### src/rtl/timer_counter_pkg.sv
// Shared timer constants: register word offsets, CTRL bit positions, Mode values
// and FSM state encodings, used by the timer and by CPU-side code.
package timer_counter_pkg;

  typedef enum logic [1:0] {
    ST_IDLE = 2'd0,
    ST_LOAD = 2'd1,
    ST_CNT  = 2'd2,
    ST_INT  = 2'd3
  } tc_state_e;

  localparam logic [1:0] ADDR_CTRL   = 2'd0;
  localparam logic [1:0] ADDR_PRESET = 2'd1;
  localparam logic [1:0] ADDR_COUNT  = 2'd2;
  localparam logic [1:0] ADDR_RSVD   = 2'd3;

  localparam int CTRL_W        = 4;
  localparam int CTRL_EN_BIT   = 0;
  localparam int CTRL_MODE_LSB = 1;
  localparam int CTRL_IM_BIT   = 3;

  localparam logic [1:0] MODE_ONESHOT  = 2'd0;
  localparam logic [1:0] MODE_PERIODIC = 2'd1;

  // Observation bundle: current FSM state and the raw (unmasked) interrupt flag.
  typedef struct packed {
    tc_state_e state;
    logic      irq_flag;
  } tc_dbg_t;

endpackage

### src/rtl/timer_counter.sv
// Memory-mapped down-counting timer: CTRL/PRESET/COUNT registers, a four-state
// FSM (IDLE/LOAD/CNT/INT) and a maskable interrupt flag.
module timer_counter
  import timer_counter_pkg::*;
(
  input  logic        clk,
  input  logic        reset,
  input  logic [1:0]  Addr,
  input  logic        WE,
  input  logic [31:0] Din,
  output logic [31:0] Dout,
  output logic        IRQ,
  output tc_dbg_t     dbg_o
);

  // Bus handshake: a write is a single-cycle WE strobe with Addr/Din valid on the
  // same rising edge; there is no ready/stall, every strobe is accepted.

  tc_state_e          state_q, state_d;
  logic [CTRL_W-1:0]  ctrl_q, ctrl_d;
  logic [31:0]        preset_q, preset_d;
  logic [31:0]        count_q, count_d;
  logic               irq_flag_q, irq_flag_d;

  logic       enable;
  logic [1:0] mode;
  logic       im;
  logic       ctrl_wr;
  logic       preset_wr;

  logic load_count;
  logic dec_count;
  logic zero_count;
  logic irq_set;
  logic irq_clr_auto;
  logic en_clr_auto;

  assign enable    = ctrl_q[CTRL_EN_BIT];
  assign mode      = ctrl_q[CTRL_MODE_LSB +: 2];
  assign im        = ctrl_q[CTRL_IM_BIT];
  assign ctrl_wr   = WE && (Addr == ADDR_CTRL);
  assign preset_wr = WE && (Addr == ADDR_PRESET);

  always_ff @(posedge clk) begin
    if (reset) begin
      state_q <= ST_IDLE;
    end else begin
      state_q <= state_d;
    end
  end

  always_comb begin
    state_d = state_q;
    unique case (state_q)
      ST_IDLE: if (enable) state_d = ST_LOAD;
      ST_LOAD: state_d = ST_CNT;
      ST_CNT: begin
        if (!enable) begin
          state_d = ST_IDLE;
        end else if (count_q <= 32'd1) begin
          state_d = ST_INT;
        end
      end
      ST_INT: state_d = (mode == MODE_PERIODIC) ? ST_LOAD : ST_IDLE;
      default: state_d = ST_IDLE;
    endcase
  end

  always_comb begin
    load_count   = 1'b0;
    dec_count    = 1'b0;
    zero_count   = 1'b0;
    irq_set      = 1'b0;
    irq_clr_auto = 1'b0;
    en_clr_auto  = 1'b0;
    unique case (state_q)
      ST_IDLE: ;
      ST_LOAD: load_count = 1'b1;
      ST_CNT: begin
        if (enable) begin
          // COUNT<=1 covers PRESET=0, which must time out like PRESET=1.
          if (count_q > 32'd1) begin
            dec_count = 1'b1;
          end else begin
            zero_count = 1'b1;
            irq_set    = 1'b1;
          end
        end
      end
      ST_INT: begin
        if (mode == MODE_PERIODIC) begin
          irq_clr_auto = 1'b1;
        end else begin
          en_clr_auto = 1'b1;
        end
      end
      default: ;
    endcase
  end

  always_comb begin
    count_d = count_q;
    if (load_count) begin
      count_d = preset_q;
    end else if (dec_count) begin
      count_d = count_q - 32'd1;
    end else if (zero_count) begin
      count_d = 32'd0;
    end

    preset_d = preset_wr ? Din : preset_q;

    // A CPU write to CTRL overrides the one-shot auto-clear of Enable.
    ctrl_d = ctrl_q;
    if (en_clr_auto) ctrl_d[CTRL_EN_BIT] = 1'b0;
    if (ctrl_wr)     ctrl_d = Din[CTRL_W-1:0];

    // A timeout on the same edge as a CTRL write must still be seen.
    irq_flag_d = irq_flag_q;
    if (ctrl_wr || irq_clr_auto) irq_flag_d = 1'b0;
    if (irq_set)                 irq_flag_d = 1'b1;
  end

  always_ff @(posedge clk) begin
    if (reset) begin
      ctrl_q     <= '0;
      preset_q   <= '0;
      count_q    <= '0;
      irq_flag_q <= 1'b0;
    end else begin
      ctrl_q     <= ctrl_d;
      preset_q   <= preset_d;
      count_q    <= count_d;
      irq_flag_q <= irq_flag_d;
    end
  end

  always_comb begin
    Dout = 32'd0;
    unique case (Addr)
      ADDR_CTRL:   Dout = {{(32-CTRL_W){1'b0}}, ctrl_q};
      ADDR_PRESET: Dout = preset_q;
      ADDR_COUNT:  Dout = count_q;
      ADDR_RSVD:   Dout = 32'd0;
      default:     Dout = 32'd0;
    endcase
  end

  assign IRQ            = im & irq_flag_q;
  assign dbg_o.state    = state_q;
  assign dbg_o.irq_flag = irq_flag_q;

endmodule

### config.mk
export PLATFORM = sky130hd
export DESIGN_NAME = timer_counter
export DESIGN_NICKNAME = d
export VERILOG_FILES = /design/src/rtl/timer_counter_pkg.sv /design/src/rtl/timer_counter.sv
export SDC_FILE = /design/constraint.sdc
export NUM_CORES = 1
export LEC_CHECK = 0
export CAP_MARGIN = 20
export CELL_PAD_IN_SITES_DETAIL_PLACEMENT = 2
export CELL_PAD_IN_SITES_GLOBAL_PLACEMENT = 2
export CORE_MARGIN = 4
export CORE_UTILIZATION = 30
export CTS_CLUSTER_DIAMETER = 60
export DETAILED_ROUTE_END_ITERATION = 8
export PLACE_DENSITY = 0.85
export SLEW_MARGIN = 25
export SYNTH_ARGS = -nofsm -noshare
export SYNTH_HDL_FRONTEND = slang
export SYNTH_SLANG_ARGS = --single-unit
### constraint.sdc
create_clock -name clk -period 2.7 [get_ports clk]
set_input_delay 0.405 -clock clk [delete_from_list [all_inputs] [get_ports clk]]
set_output_delay 0.405 -clock clk [all_outputs]
set_load 0.005 [all_outputs]
# [After elaboration in Yosys (flattened, before gate mapping)]
# Cells that the tools add are included.
[word_totals] elab_cells=52 reg_bits=71 output_inout_bits=36 inputBits=37
[op_classes] n_eq_ne=9 bitwise_logic=1 n_reduce_logical=9 add_sub_neg=1 magnitude_cmp=2 muxes=24
[ops] op="$pmux 32 s4" n=1
[ops] op="$mux 32" n=3
[ops] op="$gt 32x1->1 const B" n=1
[ops] op="$le 32x1->1 const B" n=1
[ops] op="$sub 32x1->32 const B" n=1
[ops] op="$mux 1" n=16
[ops] op="$eq 2x2->1 const B" n=4
[ops] op="$pmux 2 s4" n=1
[ops] op="$eq 2x1->1 const B" n=3
[ops] op="$mux 2" n=3
[ops] op="$logic_not 2->1" n=2
[ops] op="$reduce_bool 2->1" n=2
[ops] op="$ne 3x3->1 const B" n=1
[ops] op="$reduce_bool 3->1" n=1
[ops] op="$logic_and 1x1->1" n=2
[ops] op="$ne 2x2->1 const B" n=1
[ops] op="$reduce_and 2->1" n=1
[ops] op="$and 1x1->1" n=1
[ops] op="$logic_or 1x1->1" n=1

# [Depth between registers and ports, before layout]
[depth] ltp_word=7 ltp_mapped=10 depth_no_buf=8

# [Worst setup path before layout]
# No wires, ideal clock.
[synth_path] kind="reg-to-reg" startpoint="register count_q[0]" endpoint="register count_q[14]" path_buffers=1 arrival_time_ns=2.150 synth_period_minus_slack_ns=2.283 slack_ns=0.417 path_stages_with_launch=10 t_required_ns=2.568 setup_time_ns=0.132 path_cell_list="dfxtp_1 -> inv_1 -> ha_1 -> or3b_2 -> or3_1 -> clkbuf_1 -> or3_1 -> xnor2_1 -> nand2_1 -> a31oi_1"
[synth_between] elab_chain_cells=6 word_cells_on_any_way=11 cone_classes="add/sub: 1; order compare: 1; mux: 8; reduce/logical: 1"
[synth_lines] element="start: declaration" line_no="timer_counter.sv:22" rtl="logic [31:0] count_q, count_d;"
[synth_lines] element="start signal: assignment" line_no="timer_counter.sv:133" rtl="count_q <= count_d;"
[synth_lines] element="$gt 32x1->1" line_no="timer_counter.sv:82" rtl="if (count_q > 32'd1) begin"
[synth_lines] element="$mux 1" line_no="timer_counter.sv:82"
[synth_lines] element="$mux 1" line_no="timer_counter.sv:80" rtl="if (enable) begin"
[synth_lines] element="$mux 1" line_no="timer_counter.sv:76" rtl="unique case (state_q)"
[synth_lines] element="$mux 32" line_no="timer_counter.sv:105" rtl="end else if (dec_count) begin"
[synth_lines] element="$mux 32" line_no="timer_counter.sv:103" rtl="if (load_count) begin"
# Parallel ways exist; a longest one is shown, timed or not.
# A chain may end at the register's enable or synchronous reset.

# [Worst setup path in the final report]
[layout_path] startpoint="register count_q[16]" endpoint="register count_q[28]"
# Same word-level chain as after synthesis.

==> impl_metrics.json <==
{
  "die_h_um": 120,
  "sw_frac_of_total_pct": 23.8,
  "io_pins": 73,
  "synth_ff_type": "dfxtp_1",
  "cts_root_buf": "clkbuf_16",
  "grt_max_degree": 72,
  "rr_worst_depth": 6,
  "setup_viol": 0,
  "setup_tns_ns": 0,
  "yosysWarnings": 0,
  "crit_required_ns": 2.88,
  "r2r-start": "count_q[16]",
  "fp.dieW_um": 120,
  "fin_util_pct": 40.9,
  "grt_antenna_before_repair": 0,
  "powerDensity_nw_per_um2": 497,
  "holdPathStages": 2,
  "clkLatencyLatePin_ns": 0.34,
  "drtIter0Drc": 156,
  "finalMaxSlewViolations": 0,
  "clk_path_buf_depth": 2,
  "cts_tree": "built",
  "maxCapViolations": 0,
  "finalWirelength_um": 14200,
  "io_buffer_count": 72,
  "die_area_um2": 14400,
  "synth_top_area_share_pct": 37.9,
  "layout-drive-gt1-share_pct": 9.98,
  "drc_errors": 0,
  "drt-pass1-iter-count": 4,
  "peakVddDrop_v": 0.000256,
  "power_frac_comb_pct": 9.6,
  "ys_ff_latch": 71,
  "grt_first_pass_wirelength_um": 23700,
  "track_usage_pct": 20.3,
  "cp-start-kind": "flop",
  "post-synth-top-count-cell": "nand2_1",
  "path_class": "reg -> reg",
  "p_clk_share_pct": 46.3,
  "pwr-share-seq_pct": 44.1,
  "cp.arrival_ns": 2.78,
  "min_to": "preset_q[15]",
  "wl_per_cell_um": 19.8,
  "r2r_setup_slack_ns": 0.1,
  "p_leak_nw": 1.75,
  "dp_cells": 706,
  "run_status": "completed",
  "std_cell_rows": 40,
  "postSynthAreaPerCell_um2": 7.71,
  "initial_core_util_pct": 31.0,
  "min_path_type": "reg -> reg",
  "skew_ns": 0.00823,
  "max_freq_mhz": 384,
  "cp_max_fo": 8,
  "switchingPower_uw": 586,
  "synth_commonest_cells": "nand2_1, dfxtp_1, a21oi_1",
  "syn-cell-area_um2": 3750,
  "synth_area_leaders": "dfxtp_1, nand2_1, a21oi_1",
  "vias_per_cell": 5.48,
  "hold_buffers": 0,
  "seq_area_frac_synth_pct": 37.9,
  "area_growth_pct": 32.1,
  "vias": 3938,
  "grt_pass1_vias": 4537,
  "dp_slack_ns": 0.103,
  "syn-num-nets": 526,
  "worst_slack_ns": 0.0962,
  "synthArstFlopShare_pct": 0,
  "hold_violations": 0,
  "synth_edf_count": 0,
  "r2r-end": "count_q[28]",
  "worst_slew_pin_slew_ns": 0.974,
  "internal-power_mw": 1.88,
  "ant_nets": 0,
  "cts_buffers": 9,
  "cts-htree-levels": 3,
  "antennaDiodeCount": 0,
  "rsz0062_at_grt": "no",
  "dpl.hpwl_um": 9730,
  "ys_types": 57,
  "core_area_um2": 12100,
  "netlist_instances": 487,
  "place_congestion": 0.764,
  "clk_pin_slew_ns": 0.06,
  "worstHoldStart": "preset_q[15]",
  "clkSinkCount": 71,
  "slew_headroom_pct": 34.9,
  "fin_crit_ns": 2.60,
  "instances_no_fill": 719,
  "period_share_pct": 96.4,
  "critical_path.endpoint_type": "flop",
  "gr-total-overflow": 0,
  "fin_nets": 588,
  "total_power_mw": 2.47,
  "yosys.area.top_type": "dfxtp_1"
}
## repair_timing
| action | in CTS | in global routing |
|---|---|---|
| gates cloned | 0 | 0 |
| setup endpoints to repair | 1 | 4 |
| buffers inserted | 0 | 0 |
| gates resized for setup | 1 | 3 |
| hold endpoints to repair | 0 | 0 |
## state kept, by name (all words and copies together), names as in the netlist
signal / count
count_q: 32
ctrl_q: 4
irq_flag_q: 1
preset_q: 32
state_q: 2
## stage by stage
step	cell area (um^2)	hold WS, ns
floorplan	3750	0.449
global placement	4680	0.464
detailed placement	4680	0.475
CTS	4950	0.483
global route	4960	0.512
finish	4960	0.478
## critical path, stage by stage (launching register included)
cell and delay, ns:
dfxtp_1 0.39, or4_4 0.61, or2b_4 0.33, nor4bb_1 0.41, buf_4 0.25, or3_1 0.31
o22ai_1 0.15
## layout by cell type (no fill, tap or decap), types with 3 or more instances in the layout
cell type        Yosys  routed
a21oi_1             52      52
a22o_1              27      27
a22oi_1              5       5
a31oi_1             16      16
and3_1               7       7
buf_4                1      19
clkbuf_16            0       9
clkdlybuf4s50_1      0      71
dfxtp_1             71      71
inv_1                4       4
mux2i_1              7       7
nand2_1            105     105
nand3_1             16      16
nor2_1              24      22
nor2_2               1       3
nor2b_2              0       3
nor3_1              11      10
nor4_1              11      11
o21ai_0             14      14
o22ai_1              5       5
or3_1                5       4
or4_1                3       3
or4_4                3       3
xnor2_1              4       4
xor2_1              13      13
## worst max-delay path by stage
stage	slack, ns	end	depth (start not counted)	start
after floorplan	0.42	count_q[14]	9	count_q[0]
after global placement	0.16	Dout[25]	5	Addr[1]
after detailed placement	0.10	count_q[26]	8	count_q[1]
after CTS	0.03	count_q[30]	8	count_q[0]
after global routing	0.02	count_q[15]	7	count_q[16]
final	0.1	count_q[28]	6	count_q[16]
## cells by family after synthesis
kind of cell	after synthesis	synth area share [%]
AO/OA/AOI/OAI	134	22.9
XOR/XNOR	17	3.97
adder cells (fa/ha/maj)	2	0.666
buffers and inverters	46	5.60
flip-flops	71	37.9
multiplexers	7	1.87
AND/OR/NAND/NOR	210	27.2
## layout make-up
type	count	area, um^2
clock buffers	11	233
clock inverters	2	35.0
fillers	1401	7150
inverters	4	15.0
multi-input cells	370	2150
flip-flops and latches	71	1420
well taps	168	210
repair buffers	93	898
## power by group through the flow
stage          Clock, mW  Sequential (mW)  Combinational, mW
2_1_floorplan          0             1.10              0.120
3_3_place_gp           0             1.11              0.225
3_5_place_dp           0             1.11              0.235
4_1_cts             1.16             1.09              0.238
5_1_grt             1.21             1.09              0.259
6_report            1.14             1.09              0.237
## routing by layer
metal | GRT usage, % | vias to the layer above | share of wire (%)
met5 | 0 | - | 0
met1 | 24.2 | 1991 | 43
met4 | 5.30 | 0 | 1.7
met2 | 37.0 | 63 | 52
met3 | 4.38 | 23 | 3.0
li1 | - | 1861 | -
No activity file was read; power rests on OpenSTA's default activity.
